**config.mk**
```make
export PLATFORM = sky130hd
export DESIGN_NAME = hazard_ctrl
export DESIGN_NICKNAME = d
export VERILOG_FILES = /design/src/rtl/cpu_types_pkg.sv /design/src/rtl/hazard_perf_cnt.sv /design/src/rtl/hazard_ctrl.sv
export SDC_FILE = /design/constraint.sdc
export NUM_CORES = 1
export LEC_CHECK = 0
export ABC_AREA = 1
export BUFFER_PORTS_ARGS = -buffer_cell sky130_fd_sc_hd__buf_2
export CORE_UTILIZATION = 40
export DETAILED_ROUTE_END_ITERATION = 16
export HOLD_SLACK_MARGIN = 0.15
export PLACE_DENSITY = 0.66
export SLEW_MARGIN = 0
export SYNTH_ARGS = -nofsm -noshare
export SYNTH_HDL_FRONTEND = slang
export SYNTH_HIERARCHICAL = 1
export SYNTH_SLANG_ARGS = --single-unit
```
**constraint.sdc**
```tcl
create_clock -name CLK -period 2.5 [get_ports CLK]
set_input_delay 0.125 -clock CLK [delete_from_list [all_inputs] [get_ports CLK]]
set_output_delay 0.125 -clock CLK [all_outputs]
set_load 0.02 [all_outputs]
```
**src/rtl/cpu_types_pkg.sv**
```systemverilog
// cpu_types_pkg: shared types for the 5-stage MIPS core.
// Rev 1.0
`default_nettype none
package cpu_types_pkg;

  typedef logic [4:0] regbits_t;

  typedef enum logic [1:0] {
    RUN     = 2'd0,
    MEMWAIT = 2'd1,
    HALT    = 2'd2
  } hzd_state_t;

  // A load in EX feeds a register the ID instruction reads; $zero never hazards.
  function automatic logic load_use(input logic     dren_ex,
                                    input regbits_t wsel_ex,
                                    input regbits_t rs_id,
                                    input regbits_t rt_id,
                                    input logic     uses_rt_id);
    return dren_ex && (wsel_ex != '0) &&
           ((wsel_ex == rs_id) || (uses_rt_id && (wsel_ex == rt_id)));
  endfunction

endpackage
`default_nettype wire

```
**src/rtl/hazard_perf_cnt.sv**
```systemverilog
// hazard_perf_cnt: stall/flush event counter pair, wrapping modulo 2^CNT_W.
// Rev 1.0
`default_nettype none
module hazard_perf_cnt #(
  parameter int CNT_W = 32
) (
  input  logic             CLK,
  input  logic             nRST,
  input  logic             stall_inc,
  input  logic             flush_inc,
  output logic [CNT_W-1:0] stall_cnt,
  output logic [CNT_W-1:0] flush_cnt
);

  always_ff @(posedge CLK or negedge nRST) begin
    if (!nRST) begin
      stall_cnt <= '0;
      flush_cnt <= '0;
    end else begin
      if (stall_inc) stall_cnt <= stall_cnt + 1'b1;
      if (flush_inc) flush_cnt <= flush_cnt + 1'b1;
    end
  end

endmodule
`default_nettype wire

```
**src/rtl/hazard_ctrl.sv**
```systemverilog
// hazard_ctrl: pipeline enable/flush control with load-use, cache-wait, redirect and halt handling.
// Rev 1.0
`default_nettype none
module hazard_ctrl
  import cpu_types_pkg::*;
#(
  parameter int CNT_W = 32
) (
  input  logic             CLK,
  input  logic             nRST,
  input  logic             ihit,
  input  logic             dhit,
  input  logic             dmemreq_mem,
  input  logic             dREN_ex,
  input  logic [4:0]       wsel_ex,
  input  logic [4:0]       rs_id,
  input  logic [4:0]       rt_id,
  input  logic             uses_rt_id,
  input  logic             redirect_mem,
  input  logic             halt_wb,
  output logic             pc_en,
  output logic             ifid_en,
  output logic             idex_en,
  output logic             exmem_en,
  output logic             memwb_en,
  output logic             ifid_flush,
  output logic             idex_flush,
  output logic             exmem_flush,
  output logic             halted,
  output logic [CNT_W-1:0] stall_cnt,
  output logic [CNT_W-1:0] flush_cnt
);

  hzd_state_t state, next_state;

  logic lu;
  logic memwait;
  logic run_rules;
  logic pc_en_c, ifid_en_c, idex_en_c, exmem_en_c, memwb_en_c;
  logic ifid_flush_c, idex_flush_c, exmem_flush_c;
  logic stall_inc, flush_inc;

  assign lu = load_use(dREN_ex, wsel_ex, rs_id, rt_id, uses_rt_id);

  always_ff @(posedge CLK or negedge nRST) begin
    if (!nRST) begin
      state  <= RUN;
      halted <= 1'b0;
    end else begin
      state  <= next_state;
      halted <= (next_state == HALT);
    end
  end

  always_comb begin
    next_state    = state;
    run_rules     = 1'b0;
    memwait       = dmemreq_mem & ~dhit;
    pc_en_c       = 1'b0;
    ifid_en_c     = 1'b0;
    idex_en_c     = 1'b0;
    exmem_en_c    = 1'b0;
    memwb_en_c    = 1'b0;
    ifid_flush_c  = 1'b0;
    idex_flush_c  = 1'b0;
    exmem_flush_c = 1'b0;
    flush_inc     = 1'b0;

    unique case (state)
      RUN:     run_rules = 1'b1;
      // Only dhit releases MEMWAIT; that cycle then behaves like RUN.
      MEMWAIT: begin
        run_rules = dhit;
        memwait   = 1'b0;
      end
      HALT:    run_rules = 1'b0;
      default: next_state = RUN;
    endcase

    if (run_rules) begin
      next_state = RUN;
      if (halt_wb) begin
        next_state = HALT;
      end else if (memwait) begin
        next_state = MEMWAIT;
      end else if (redirect_mem) begin
        pc_en_c       = 1'b1;
        ifid_en_c     = 1'b1;
        idex_en_c     = 1'b1;
        exmem_en_c    = 1'b1;
        memwb_en_c    = 1'b1;
        ifid_flush_c  = 1'b1;
        idex_flush_c  = 1'b1;
        exmem_flush_c = 1'b1;
        flush_inc     = 1'b1;
      end else if (lu || !ihit) begin
        // Hold the front end and inject one bubble into ID/EX; the back end drains.
        idex_en_c    = 1'b1;
        exmem_en_c   = 1'b1;
        memwb_en_c   = 1'b1;
        idex_flush_c = 1'b1;
      end else begin
        pc_en_c    = 1'b1;
        ifid_en_c  = 1'b1;
        idex_en_c  = 1'b1;
        exmem_en_c = 1'b1;
        memwb_en_c = 1'b1;
      end
    end
  end

  assign stall_inc = (state != HALT) && !pc_en_c;

  assign pc_en       = pc_en_c       & nRST;
  assign ifid_en     = ifid_en_c     & nRST;
  assign idex_en     = idex_en_c     & nRST;
  assign exmem_en    = exmem_en_c    & nRST;
  assign memwb_en    = memwb_en_c    & nRST;
  assign ifid_flush  = ifid_flush_c  & nRST;
  assign idex_flush  = idex_flush_c  & nRST;
  assign exmem_flush = exmem_flush_c & nRST;

  hazard_perf_cnt #(
    .CNT_W (CNT_W)
  ) u_perf_cnt (
    .CLK       (CLK),
    .nRST      (nRST),
    .stall_inc (stall_inc),
    .flush_inc (flush_inc),
    .stall_cnt (stall_cnt),
    .flush_cnt (flush_cnt)
  );

endmodule
`default_nettype wire
```
==> results.md <==
* Status: finished, final reports clean
* Crit path time final at 2270 ps
* Largest net degree at the start of global routing at 68
* First-pass GRT wire length at 15200 um
* Number of synthesized flops with an enable pin at 0
* Synth-to-Final Area Change at 21.0%
* Worst-path clk slew at 70 ps
* Hold Crit Class: in2reg
* Top cell type's share of synthesized area at 42.0%
* Number of hold violations in the final report at 0
* N_diodes at 0
* Synth Instances at approximately 520
* Fmax at approximately 440 MHz
* Via count at 3550
* Gpl congestion at about 0.85
* Vias in the first global route at 3302
* Root Buffer: clkbuf_8
* # rows at 36
* Slew HR at 42.4%
* Vias per inst at 4.68
* Synth area leaders: dfrtp_1, nand2_1, inv_1
* 1st-pass router iterations at 4
* Die Footprint at 10400 um^2
* Die W at roughly 100 um
* Critical Path AT at 2500 ps
* Setup TNS at 0 ps
* Gr usage total at 18.8%
* Worst Setup Path Type: in2reg
* Sequential share of the synthesized area at 42.0%
* Height of the chip at 102 um
* Starting Density at 41.0%
* GRT Residual Overflow at 0
* Max cap viols at 0
* LEAKAGE at 2.53 nW
* Synth Cell Area at 3990 um^2
* Crit share post-route at roughly 91%
* Syn nets at 542
* Clock Sink Count at 67
* Net count, final at between 600 and 700
* Post-synth ARST share at 100%
* Slew @ Worst Pin at 864 ps
* I/O pin total at 97
* IO Port Bufs at 96
* Number of routed nets with antenna violations at 0
* Crit end category: flop
* Synth area leader: dfrtp_1
* RSZ-0062 raised after global routing: no
* Number of remaining DRC errors at 0
* Initial antenna violation count at 0
* FF+latch count, synth at 67
* Final setup violation count at 0
* Cell variety after synth at 33
* CP required at 2730 ps
* Fin worst setup slack at between 200 and 250 ps
* Max-slew violation count at 0
* Post-Place Worst Slack at 261 ps
* Synthesized area per cell at 7.73 um^2
* Drt wl/cell at 12.0 um
* VDD IR-drop max at around 0.24 mV
* Type of origin of the critical path: input pin
* Core footprint at 9730 um^2
* CTS Buf Count at 9
* Tot Pwr at 2.04 mW
* PD cells at 423 nW/um^2
* Post CTS Setup Buffer Count at 0
* CTS tree: built
* List of most frequent post-synthesis cells: nand2_1, inv_1, dfrtp_1, nor2_1, nand3_1
* DRT iter0 DRCs at approximately 110
* Yosys warning total at 6
* Htree depth at 3
* Setup Skew at around 13 ps
* Share of post-route cells with drive strength above 1 at 26.0%
* Drt total wl at just over 9000 um
* CTS max path bufs at 2
* Ys flop type: dfrtp_1
* Hpwl dp at 6960 um
* Fill cell count at 995
* Most common cell in the netlist: nand2_1
* Crit-path max FO at 6
* Clk_lat worst skew at 350 ps
through the flow:
step | util, % | hold slack, ps | instance area [um^2] | std cells
floorplan | - | -171 | 3990 | 516
global placement | 47.3 | 435 | 4610 | 741
detailed placement | 47.3 | 422 | 4610 | 741
CTS | 49.6 | 291 | 4830 | 759
global route | 49.6 | 319 | 4830 | 759
finish | 49.6 | 303 | 4830 | 759
worst paths after layout:
check,end,depth (start not counted),slack (ps),startpoint
max in group asynchronous,u_perf_cnt/stall_cnt[24],3,1370,nRST
worst min register to register,u_perf_cnt/stall_cnt[31],2,490,u_perf_cnt/stall_cnt[31]
worst max register to register,u_perf_cnt/stall_cnt[30],14,260,state[0]
min in group asynchronous,u_perf_cnt/flush_cnt[8],3,550,nRST
worst max-delay path,u_perf_cnt/stall_cnt[30],16,230,dhit
worst min-delay path,u_perf_cnt/stall_cnt[1],6,300,redirect_mem
placed cells by master (no fill, tap or decap), types with 3 or more instances in the layout:
cell type / instances
nand3_2: 4
clkbuf_8: 10
nor3_1: 14
nand2_1: 154
dfrtp_1: 67
xor2_1: 28
inv_2: 6
buf_2: 96
nand4_1: 14
xnor2_1: 12
nand2_2: 9
o21ai_1: 3
nor2_2: 11
inv_1: 69
nor2_4: 13
nand3_1: 32
dlygate4sd3_1: 4
nor2_1: 49
nand3b_1: 6
repair_timing:
item,in CTS,in global routing
gates resized for setup,0,0
endpoints found under the hold margin,70,0
hold buffers,4,0
metal layers:
metal / up-vias / GRT usage, % / wire length, um
li1: 1811 / - / -
met1: 1638 / 24.3 / 4250
met2: 85 / 30.4 / 4270
met3: 16 / 3.76 / 371
met4: 0 / 9.23 / 211
met5: - / 0 / 0
state kept, by name, summed over array words and instances (netlist names):
register and count:
u_perf_cnt/flush_cnt 32, u_perf_cnt/stall_cnt 32, state 2, halted 1
critical path, stage by stage:
cell and delay (ps):
dlygate4sd3_1 520, buf_2 140, inv_1 80, nand2_2 60, nor2_2 220, nor3_4 60
nand2_2 110, nand2_2 60, nor2_2 320, inv_4 120, nor2_4 120, nand3b_2 100
nor2_4 180, nand3_1 110, nand2_1 90, nand2_1 50
report_power, final:
part	switching [mW]	internal (mW)	leakage [nW]
clock	0.403	0.474	0.0950
sequential	0	1.08	0.848
combinational	0.0529	0.0292	1.59
total	0.456	1.59	2.53
kinds of logic (layout without fill, tap and decap cells):
kind of cell,after synthesis,after routing,share of synthesized area [%]
and+or+nand+nor,313,313,38.2
buffers and inverters,82,192,8.25
DFF,67,67,42.0
xor gates and xnor gates,40,40,8.78
AOI/OAI and AO/OA,12,12,2.10
adders and majority gates,2,2,0.627
area by class of cell:
| class | instances | area, um^2 | area share, % |
|---|---|---|---|
| clock buffers | 11 | 141 | 2.93 |
| clock inverters | 3 | 40.0 | 0.829 |
| inverters | 77 | 292 | 6.04 |
| multi-input cells | 367 | 1980 | 41.1 |
| flip-flops and latches | 67 | 1680 | 34.7 |
| well taps | 133 | 166 | 3.45 |
| repair buffers | 101 | 528 | 10.9 |
Note: power is estimated with default switching activity, not from simulation.
